[config.mk]
export PLATFORM = sky130hd
export DESIGN_NAME = ppu_ctrl
export DESIGN_NICKNAME = d
export VERILOG_FILES = /design/src/rtl/ppu_pkg.sv /design/src/rtl/ppu_rr_arb2.sv /design/src/rtl/ppu_ctrl.sv
export SDC_FILE = /design/constraint.sdc
export NUM_CORES = 1
export LEC_CHECK = 0
export CORE_ASPECT_RATIO = 0.6
export CORE_UTILIZATION = 45
export DETAILED_ROUTE_END_ITERATION = 10
export GPL_TIMING_DRIVEN = 0
export PLACE_DENSITY = 0.79
export REMOVE_ABC_BUFFERS = 1
export SYNTH_ARGS = -nofsm -noshare
export SYNTH_HDL_FRONTEND = slang
export SYNTH_HIERARCHICAL = 1
export SYNTH_SLANG_ARGS = --single-unit
[constraint.sdc]
create_clock -name clk -period 2.1 [get_ports clk]
set_input_delay 0.21 -clock clk [delete_from_list [all_inputs] [get_ports clk]]
set_output_delay 0.21 -clock clk [all_outputs]
set_load 0.05 [all_outputs]
[src/rtl/ppu_pkg.sv]
// Shared definitions for the PPU controller: input-FSM state encoding,
// PPU mode encodings and default frame geometry.
package ppu_pkg;

    typedef enum logic [1:0] {
        ST_IDLE = 2'd0,
        ST_SEND = 2'd1,
        ST_WAIT = 2'd2
    } in_state_e;

    localparam logic [2:0] MODE_PASS   = 3'd0;
    localparam logic [2:0] MODE_INV    = 3'd1;
    localparam logic [2:0] MODE_GRAY   = 3'd2;
    localparam logic [2:0] MODE_MIRROR = 3'd3;
    localparam logic [2:0] MODE_TILE   = 3'd4;
    localparam logic [2:0] MODE_FIXED  = 3'd5;

    localparam int DEF_H_PIX   = 32;
    localparam int DEF_V_LINES = 32;

endpackage

[src/rtl/ppu_rr_arb2.sv]
// Two-requester round-robin arbiter (host vs pattern loader).
// Ports:
//   clk, rst        clock, async active-high reset
//   en_i            grants are only issued while enabled
//   req_host_i      host request
//   req_ld_i        loader request
//   upd_i           a grant was consumed this cycle; remember its owner
//   gnt_host_o      host grant (combinational)
//   gnt_ld_o        loader grant (combinational)
module ppu_rr_arb2 (
    input  logic clk,
    input  logic rst,
    input  logic en_i,
    input  logic req_host_i,
    input  logic req_ld_i,
    input  logic upd_i,
    output logic gnt_host_o,
    output logic gnt_ld_o
);

    // 1 = loader owned the last grant; reset to loader so the host wins first.
    logic last_ld_q;

    always_comb begin
        gnt_host_o = en_i && req_host_i && (!req_ld_i || last_ld_q);
        gnt_ld_o   = en_i && req_ld_i && (!req_host_i || !last_ld_q);
    end

    always_ff @(posedge clk or posedge rst) begin
        if (rst) begin
            last_ld_q <= 1'b1;
        end else if (upd_i) begin
            last_ld_q <= gnt_ld_o;
        end
    end

endmodule

[src/rtl/ppu_ctrl.sv]
// PPU sequencing controller.
// Arbitrates host / pattern-loader bytes into the PPU single-pulse strobe/ack
// input, drains the PPU strobe/ack output into a registered valid/ready pixel
// stream, counts pixels to find frame boundaries, and at each boundary pulses
// ppu_sync, applies the pending mode and bumps frame_cnt.
// Ports:
//   clk, rst                         clock, async active-high reset
//   mode_wr, mode_wdata              pending-mode write
//   host_data/valid/ready            host byte stream
//   ld_data/valid/ready              pattern-loader byte stream
//   ppu_data_i, ppu_stb_i, ppu_ack_i byte into PPU (strobe/ack)
//   ppu_data_o, ppu_stb_o, ppu_ack_o byte out of PPU (strobe/ack)
//   ppu_sync, ppu_mode               frame sync pulse, active mode
//   pix_data/valid/ready, pix_last   pixel stream, last-of-frame flag
//   frame_cnt                        completed frames (wraps)
module ppu_ctrl
    import ppu_pkg::*;
#(
    parameter int H_PIX   = DEF_H_PIX,
    parameter int V_LINES = DEF_V_LINES,
    parameter int FRAME_W = 8
) (
    input  logic               clk,
    input  logic               rst,
    input  logic               mode_wr,
    input  logic [2:0]         mode_wdata,
    input  logic [7:0]         host_data,
    input  logic               host_valid,
    output logic               host_ready,
    input  logic [7:0]         ld_data,
    input  logic               ld_valid,
    output logic               ld_ready,
    output logic [7:0]         ppu_data_i,
    output logic               ppu_stb_i,
    input  logic               ppu_ack_i,
    input  logic [7:0]         ppu_data_o,
    input  logic               ppu_stb_o,
    output logic               ppu_ack_o,
    output logic               ppu_sync,
    output logic [2:0]         ppu_mode,
    output logic [7:0]         pix_data,
    output logic               pix_valid,
    input  logic               pix_ready,
    output logic               pix_last,
    output logic [FRAME_W-1:0] frame_cnt
);

    localparam int HW = (H_PIX > 1) ? $clog2(H_PIX) : 1;
    localparam int VW = (V_LINES > 1) ? $clog2(V_LINES) : 1;
    localparam logic [HW-1:0] H_LAST = HW'(H_PIX - 1);
    localparam logic [VW-1:0] V_LAST = VW'(V_LINES - 1);

    // ---------------- input side ----------------
    in_state_e  state_q, state_d;
    logic       gnt_host, gnt_ld, xfer;
    logic [7:0] byte_q;

    ppu_rr_arb2 u_arb (
        .clk        (clk),
        .rst        (rst),
        .en_i       (state_q == ST_IDLE),
        .req_host_i (host_valid),
        .req_ld_i   (ld_valid),
        .upd_i      (xfer),
        .gnt_host_o (gnt_host),
        .gnt_ld_o   (gnt_ld)
    );

    // A grant is only raised for a valid requester, so a grant is a transfer.
    assign xfer = gnt_host | gnt_ld;

    always_comb begin
        state_d = state_q;
        case (state_q)
            ST_IDLE: if (xfer)      state_d = ST_SEND;
            ST_SEND:                state_d = ST_WAIT;
            ST_WAIT: if (ppu_ack_i) state_d = ST_IDLE;
            default:                state_d = ST_IDLE;
        endcase
    end

    always_ff @(posedge clk or posedge rst) begin
        if (rst) begin
            state_q <= ST_IDLE;
            byte_q  <= 8'h00;
        end else begin
            state_q <= state_d;
            if (xfer) byte_q <= gnt_host ? host_data : ld_data;
        end
    end

    assign host_ready = gnt_host;
    assign ld_ready   = gnt_ld;
    assign ppu_data_i = byte_q;
    assign ppu_stb_i  = (state_q == ST_SEND);

    // ---------------- output side ----------------
    logic [7:0]         pix_data_q;
    logic               pix_valid_q, pix_last_q, ack_q, sync_q;
    logic [2:0]         mode_q, mode_pend_q;
    logic [FRAME_W-1:0] frame_q;
    logic [HW-1:0]      h_q;
    logic [VW-1:0]      v_q;
    logic               pix_load, frame_end;

    // The cycle after an ack the PPU is still dropping its strobe, so ignore it.
    assign pix_load  = ppu_stb_o && !ack_q && (!pix_valid_q || pix_ready);
    assign frame_end = pix_load && (h_q == H_LAST) && (v_q == V_LAST);

    always_ff @(posedge clk or posedge rst) begin
        if (rst) begin
            pix_data_q  <= 8'h00;
            pix_valid_q <= 1'b0;
            pix_last_q  <= 1'b0;
            ack_q       <= 1'b0;
            sync_q      <= 1'b0;
            mode_q      <= MODE_PASS;
            mode_pend_q <= MODE_PASS;
            frame_q     <= '0;
            h_q         <= '0;
            v_q         <= '0;
        end else begin
            ack_q  <= pix_load;
            sync_q <= frame_end;

            if (pix_load) begin
                pix_data_q  <= ppu_data_o;
                pix_valid_q <= 1'b1;
                pix_last_q  <= frame_end;
            end else if (pix_ready) begin
                pix_valid_q <= 1'b0;
                pix_last_q  <= 1'b0;
            end

            if (mode_wr) mode_pend_q <= mode_wdata;

            if (frame_end) begin
                // A write on the boundary edge bypasses straight into the mode.
                mode_q  <= mode_wr ? mode_wdata : mode_pend_q;
                frame_q <= frame_q + FRAME_W'(1);
                h_q     <= '0;
                v_q     <= '0;
            end else if (pix_load) begin
                if (h_q == H_LAST) begin
                    h_q <= '0;
                    v_q <= (v_q == V_LAST) ? '0 : v_q + VW'(1);
                end else begin
                    h_q <= h_q + HW'(1);
                end
            end
        end
    end

    assign pix_data  = pix_data_q;
    assign pix_valid = pix_valid_q;
    assign pix_last  = pix_last_q;
    assign ppu_ack_o = ack_q;
    assign ppu_sync  = sync_q;
    assign ppu_mode  = mode_q;
    assign frame_cnt = frame_q;

endmodule
# ---- Word level (Yosys, flattened, before mapping)
# Cells that the tools add are included.
dict set report totals {
  register_bits 47
  in_bits 35
  word_cells 60
}
dict set report classes {
  n_addsub 3
  eq_ne 6
  muxes 15
  bitwise_logic 1
  reduce_logical 22
}
# op n
set op_table {}
lappend op_table {{5-bit 2-to-1 mux} 7}
lappend op_table {{5-bit by 1-bit adder with 5-bit output, second input constant} 2}
lappend op_table {{5-bit == test, second input constant} 2}
lappend op_table {{8-bit by 1-bit adder with 8-bit output, second input constant} 1}
lappend op_table {{1-bit logical AND} 8}
lappend op_table {{8-bit 2-to-1 mux} 1}
lappend op_table {{2-bit one-hot mux with 3 select lines} 1}
lappend op_table {{2-bit nonzero test} 3}
lappend op_table {{1-bit zero test} 5}
lappend op_table {{2-bit 2-to-1 mux} 2}
lappend op_table {{2-bit != test, second input constant} 2}
lappend op_table {{2-bit AND reduction} 2}
lappend op_table {{1-bit logical OR} 3}
lappend op_table {{1-bit 2-to-1 mux} 3}
lappend op_table {{3-bit 2-to-1 mux} 1}
lappend op_table {{2-bit by 1-bit == test with 1-bit output, second input constant} 1}
lappend op_table {{2-bit == test, second input constant} 1}
lappend op_table {{2-bit zero test} 1}
lappend op_table {{1-bit OR} 1}

# ---- Logic depth before layout (Yosys ltp)
dict set report logic_depth {
  depth_word 7
  ltp_mapped 8
  mapped_depth_nobuf 7
}

# ---- Hierarchy
# The synthesis kept the hierarchy.
# module n_inst cells_per_inst area_each_um2
set modules_own_cells {}
lappend modules_own_cells {ppu_ctrl 1 160 1970.6}
lappend modules_own_cells {ppu_rr_arb2 1 9 70.1}

# ---- Worst setup path before layout
# OpenSTA, ideal clock, no wires.
dict set report synth_timing {
  kind {flip-flop to flip-flop}
  startpoint {register state_q[1]}
  endpoint {register u_arb.last_ld_q}
  setup_ns 0.079
  arrival_time_ns 2.080
  required_time_ns 2.021
  setup_slack_ns -0.058
  path_stages_with_launch 7
  path_buffers 0
  path_cell_list {dfrtp_1 nor2_1 nand2_1 a21oi_1 or2_2 nor2b_1 a41o_1}
}
dict set report synth_between {
  elab_chain_len 4
  word_cells_on_any_way 6
  cone_classes {bitwise: 1; reduce/logical: 5}
}
# element line
set synth_rtl {}
lappend synth_rtl {{from (decl)} ppu_ctrl.sv:54} ;# in_state_e state_q, state_d;
lappend synth_rtl {{from (signal assigned)} ppu_ctrl.sv:87} ;# state_q <= state_d;
lappend synth_rtl {{2-bit zero test} ppu_ctrl.sv:61} ;# .en_i (state_q == ST_IDLE),
lappend synth_rtl {{1-bit logical AND (2 in series)} ppu_rr_arb2.sv:25} ;# gnt_host_o = en_i && req_host_i && (!req_ld_i || last_ld_q);
lappend synth_rtl {{net host_ready} ppu_ctrl.sv:29} ;# output logic host_ready,
lappend synth_rtl {{1-bit OR} ppu_ctrl.sv:70} ;# assign xfer = gnt_host | gnt_ld;
lappend synth_rtl {{net xfer} ppu_ctrl.sv:55} ;# logic gnt_host, gnt_ld, xfer;
lappend synth_rtl {{to (signal assigned)} ppu_rr_arb2.sv:33} ;# last_ld_q <= gnt_ld_o;
lappend synth_rtl {{to (decl)} ppu_rr_arb2.sv:22} ;# logic last_ld_q;
# The timed path passes the listed nets, and every way through them passes these cells.
# A chain may end at the register's enable or synchronous reset.

# ---- Final worst setup path
dict set report layout_timing {
  startpoint {register h_q[0]}
  endpoint {register v_q[2]}
}
dict set report layout_between {
  elab_chain_len 5
  word_cells_on_any_way 7
  cone_classes {eq/ne: 1; mux: 1; reduce/logical: 5}
}
# element line
set layout_rtl {}
lappend layout_rtl {{from (decl)} ppu_ctrl.sv:102} ;# logic [HW-1:0] h_q;
lappend layout_rtl {{from (signal assigned)} ppu_ctrl.sv:148} ;# h_q <= h_q + HW'(1);
lappend layout_rtl {{5-bit == test (*)} {ppu_ctrl.sv:108, ppu_ctrl.sv:144}}
lappend layout_rtl {{1-bit logical AND (2 in series)} ppu_ctrl.sv:108} ;# assign frame_end = pix_load && (h_q == H_LAST) && (v_q == V_LAST);
lappend layout_rtl {{2-bit nonzero test (no line)} -}
lappend layout_rtl {{2-bit AND reduction (no line)} -}
lappend layout_rtl {{to (signal assigned)} ppu_ctrl.sv:146} ;# v_q <= (v_q == V_LAST) ? '0 : v_q + VW'(1);
lappend layout_rtl {{to (decl)} ppu_ctrl.sv:103} ;# logic [VW-1:0] v_q;
# Mark *: on every way between the ends. The rest lies on a longest branch, timed or not.

==> reports/qor_table.md <==
| Quantity | This run |
|:---|:---|
| Unique masters post-synth | 34 |
| Required time of the critical path | 2330 ps |
| Maximum number of pins on one net before global-route repair | 31 |
| First-pass detailed-route iteration total | 4 |
| Area growth from synthesis to layout | 48.3% |
| Layout cells sized above 1 | 19.0% |
| Final nets | 286 |
| Max Fanout on Critical Path | 7 |
| TritonCTS clock tree | built |
| CTS Hold Buffers Added | 0 |
| Slew at the pin closest to its max-slew limit | 852 ps |
| Area share of the largest cell type after synthesis | 56.4% |
| Placement Rows | 18 |
| Final design area excluding fillers | 0.00303 mm² |
| Clock insertion delay at the later pin of the skew report | 290 ps |
| Gate count of the mapped netlist | 169 |
| Total GRT Usage | 17.9% |
| Fin Setup TNS | 0 ps |
| HPWL after DPL | 3050 µm |
| Maximum level of the CTS H-tree | 2 |
| Per-instance average area after synthesis | 12.1 µm² |
| Leakage power total | 1.30 nW |
| Ratio of total power to cell area | 1070 mW/mm² |
| Origin of the critical flop-to-flop path | h_q[0] |
| Cell depth of the worst flop-to-flop path | 6 |
| Critical Path Start Type | register |
| Post-synthesis cell area | 0.00204 mm² |
| Part of the cycle the worst path needs | 94.6% |
| Diode count | 0 |
| Final count of hold timing violations | 0 |
| Top cells by area in the synthesized netlist | sky130_fd_sc_hd__dfrtp_1 (56%), sky130_fd_sc_hd__mux2_2 (9.4%), sky130_fd_sc_hd__mux2i_1 (4.4%) |
| Unrepaired setup endpoints after global routing | no |
| Category of the critical setup timing path | reg -> reg |
| Number of buffers between clock root and the deepest sink | 2 |
| Avg WL per Cell | 13.9 µm |
| Number of placed instances with taps included | 291 |
| Number of DRC violations after detailed-routing iteration 0 | 30 |
| Master cell of the clock root buffer | sky130_fd_sc_hd__clkbuf_8 |
| Hold/Removal Path Class | in -> async |
| Normalized max-slew margin | 43.1% |
| Flip-flop and latch count after synthesis | 47 |
| Number of buffers inserted during clock tree synthesis | 5 |
| Chip Width | 88.9 µm |
| Pwr Total | 3.23 mW |
| Achievable clock frequency | 0.503 GHz |
| Number of sinks handled by clock tree synthesis | 47 |
| Die outline area | 0.00482 mm² |
| Total number of yosys warnings | 6 |
| Final slew viol count | 0 |
| Count leader, synth | sky130_fd_sc_hd__dfrtp_1 |
| Clock-pin slew on the worst setup and hold paths | 80 ps |
| Cell type with the largest total area after synthesis | sky130_fd_sc_hd__dfrtp_1 |
| First-pass GRT wire length | 6200 µm |
| Non-filler instance count after layout | 307 |
| Part of the Yosys area used for sequential elements | 57.7% |
| Number of global-route vias before repair | 1309 |
| Post-synth EDFFs | 0 |
| Sort of element at the end of the critical path | register |
| Floorplan Core Area | 0.00423 mm² |
| Routability-driven placement congestion ratio | 0.754 |
| DIE HEIGHT | 54.2 µm |
| Total wirelength of the detailed-routed design | 4270 µm |
| R2R Path End | v_q[2] |
| Final setup fails | 0 |
| Count of max-cap constraint violations | 0 |
| I/O pin cnt | 69 |
| Maximum vdd drop | 844 µV |
| Arrival time worst endpoint | 2220 ps |
| Drt via density | 4.86 |
| Fraction of registers with async set/reset | 100% |
| Vias | 1493 |
| Starting Density | 48.2% |
| Register-to-register setup slack | 110 ps |
| Predominant post-synthesis flop cell | sky130_fd_sc_hd__dfrtp_1 |
| Placed cell area | 0.00277 mm² |
| Post-Route Skew | 5.42 ps |
| Utilization after layout | 71.5% |
| Result of the run | completed |
| DRC violations left | 0 |
| Final min period | 1990 ps |
| Total global routing overflow | 0 |
| Remaining antenna violation count after routing | 0 |
| Number of I/O port buffers | 68 |
| Initial antenna violation count | 0 |
| Commonest cells in the synthesized netlist | sky130_fd_sc_hd__dfrtp_1 (46), sky130_fd_sc_hd__mux2_2 (17), sky130_fd_sc_hd__nand2_1 (17) |
kinds of logic after synthesis:
family	count (synthesis)	share of synthesized area, %
buf+inv	10	2.76
xor+xnor	9	3.86
compound gates	20	5.58
flops	47	57.7
fa+ha+maj	5	3.07
mux	26	13.8
simple gates	52	13.2
placed cells by master, fill, tap and decap left out, types with 2 or more instances in the layout:
| cell | count |
|---|---|
| sky130_fd_sc_hd__mux2_2 | 17 |
| sky130_fd_sc_hd__clkbuf_8 | 6 |
| sky130_fd_sc_hd__mux2i_1 | 9 |
| sky130_fd_sc_hd__inv_1 | 2 |
| sky130_fd_sc_hd__nor2_1 | 6 |
| sky130_fd_sc_hd__ha_1 | 3 |
| sky130_fd_sc_hd__nor3_1 | 2 |
| sky130_fd_sc_hd__nor2b_1 | 3 |
| sky130_fd_sc_hd__and3_1 | 2 |
| sky130_fd_sc_hd__nand2_1 | 17 |
| sky130_fd_sc_hd__dfrtp_1 | 46 |
| sky130_fd_sc_hd__nand3_1 | 2 |
| sky130_fd_sc_hd__o21ai_0 | 14 |
| sky130_fd_sc_hd__nand2b_1 | 5 |
| sky130_fd_sc_hd__clkdlybuf4s15_2 | 2 |
| sky130_fd_sc_hd__nand4_1 | 4 |
| sky130_fd_sc_hd__clkdlybuf4s50_1 | 66 |
| sky130_fd_sc_hd__buf_4 | 7 |
| sky130_fd_sc_hd__xnor2_1 | 8 |
| sky130_fd_sc_hd__buf_12 | 2 |
flip-flops by register name, summed over array words and instances (netlist names):
name,cells
pix_last,1
ppu_sync,1
ppu_data_i,8
u_arb/last_ld_q,1
ppu_ack_o,1
pix_data,8
ppu_mode,3
h_q,5
state_q,2
mode_pend_q,3
frame_cnt,8
v_q,5
pix_valid,1
power breakdown:
group	leakage (nW)	internal [mW]	switching (mW)
clock	0.0612	0.385	0.289
combinational	0.647	0.525	0.803
sequential	0.593	1.11	0.117
total	1.30	2.02	1.21
through the flow:
stage / setup slack (ps) / hold slack (ps)
4_1_cts: 1.00 / 237
3_5_place_dp: -713 / 476
6_report: 113 / 233
5_1_grt: 9.13 / 259
3_3_place_gp: -671 / 461
2_1_floorplan: -372 / 99.7
how the worst max path moves through the flow:
| stage | slack, ps | endpoint | startpoint | cells past startpoint |
|---|---|---|---|---|
| finish | 110 | v_q[2] | h_q[0] | 6 |
| global route | 9 | host_ready | state_q[1] | 4 |
| CTS | 1 | host_ready | state_q[1] | 4 |
| detailed placement | -710 | host_ready | host_valid | 4 |
| global placement | -670 | host_ready | host_valid | 4 |
| floorplan | -370 | u_arb/last_ld_q | state_q[1] | 6 |
routing by layer:
metal | routed length, µm | global-route usage [%] | part of all wire [%]
met1 | 2140 | 26.0 | 50
met2 | 1900 | 25.4 | 45
met3 | 176 | 5.21 | 4.1
met4 | 45 | 6.35 | 1.1
met5 | 0 | 0 | 0
final cells by class:
cell class / count / area, µm²
Clock buffer: 6 / 82.6
Multi-Input combinational cell: 112 / 868
Sequential cell: 47 / 1180
Clock inverter: 2 / 35.0
Fill cell: 328 / 1210
Inverter: 3 / 11.3
Timing Repair Buffer: 77 / 776
Tap cell: 60 / 75.1
worst max-delay path, cell delays in order (launching register included):
cell and delay (ps):
sky130_fd_sc_hd__dfrtp_1 390, sky130_fd_sc_hd__ha_1 190, sky130_fd_sc_hd__and3_1 210, sky130_fd_sc_hd__ha_4 170, sky130_fd_sc_hd__or3b_4 420, sky130_fd_sc_hd__or4b_1 470
sky130_fd_sc_hd__nand2_1 70
timing repair:
| item | 4_1_cts | 5_1_grt |
|---|---|---|
| endpoints found under the setup margin | 25 | 11 |
| cloned | 0 | 0 |
| pin swaps | 0 | 1 |
| gates resized for setup | 13 | 5 |
| buffers inserted | 3 | 5 |
No activity file was read; power rests on OpenSTA's default activity.
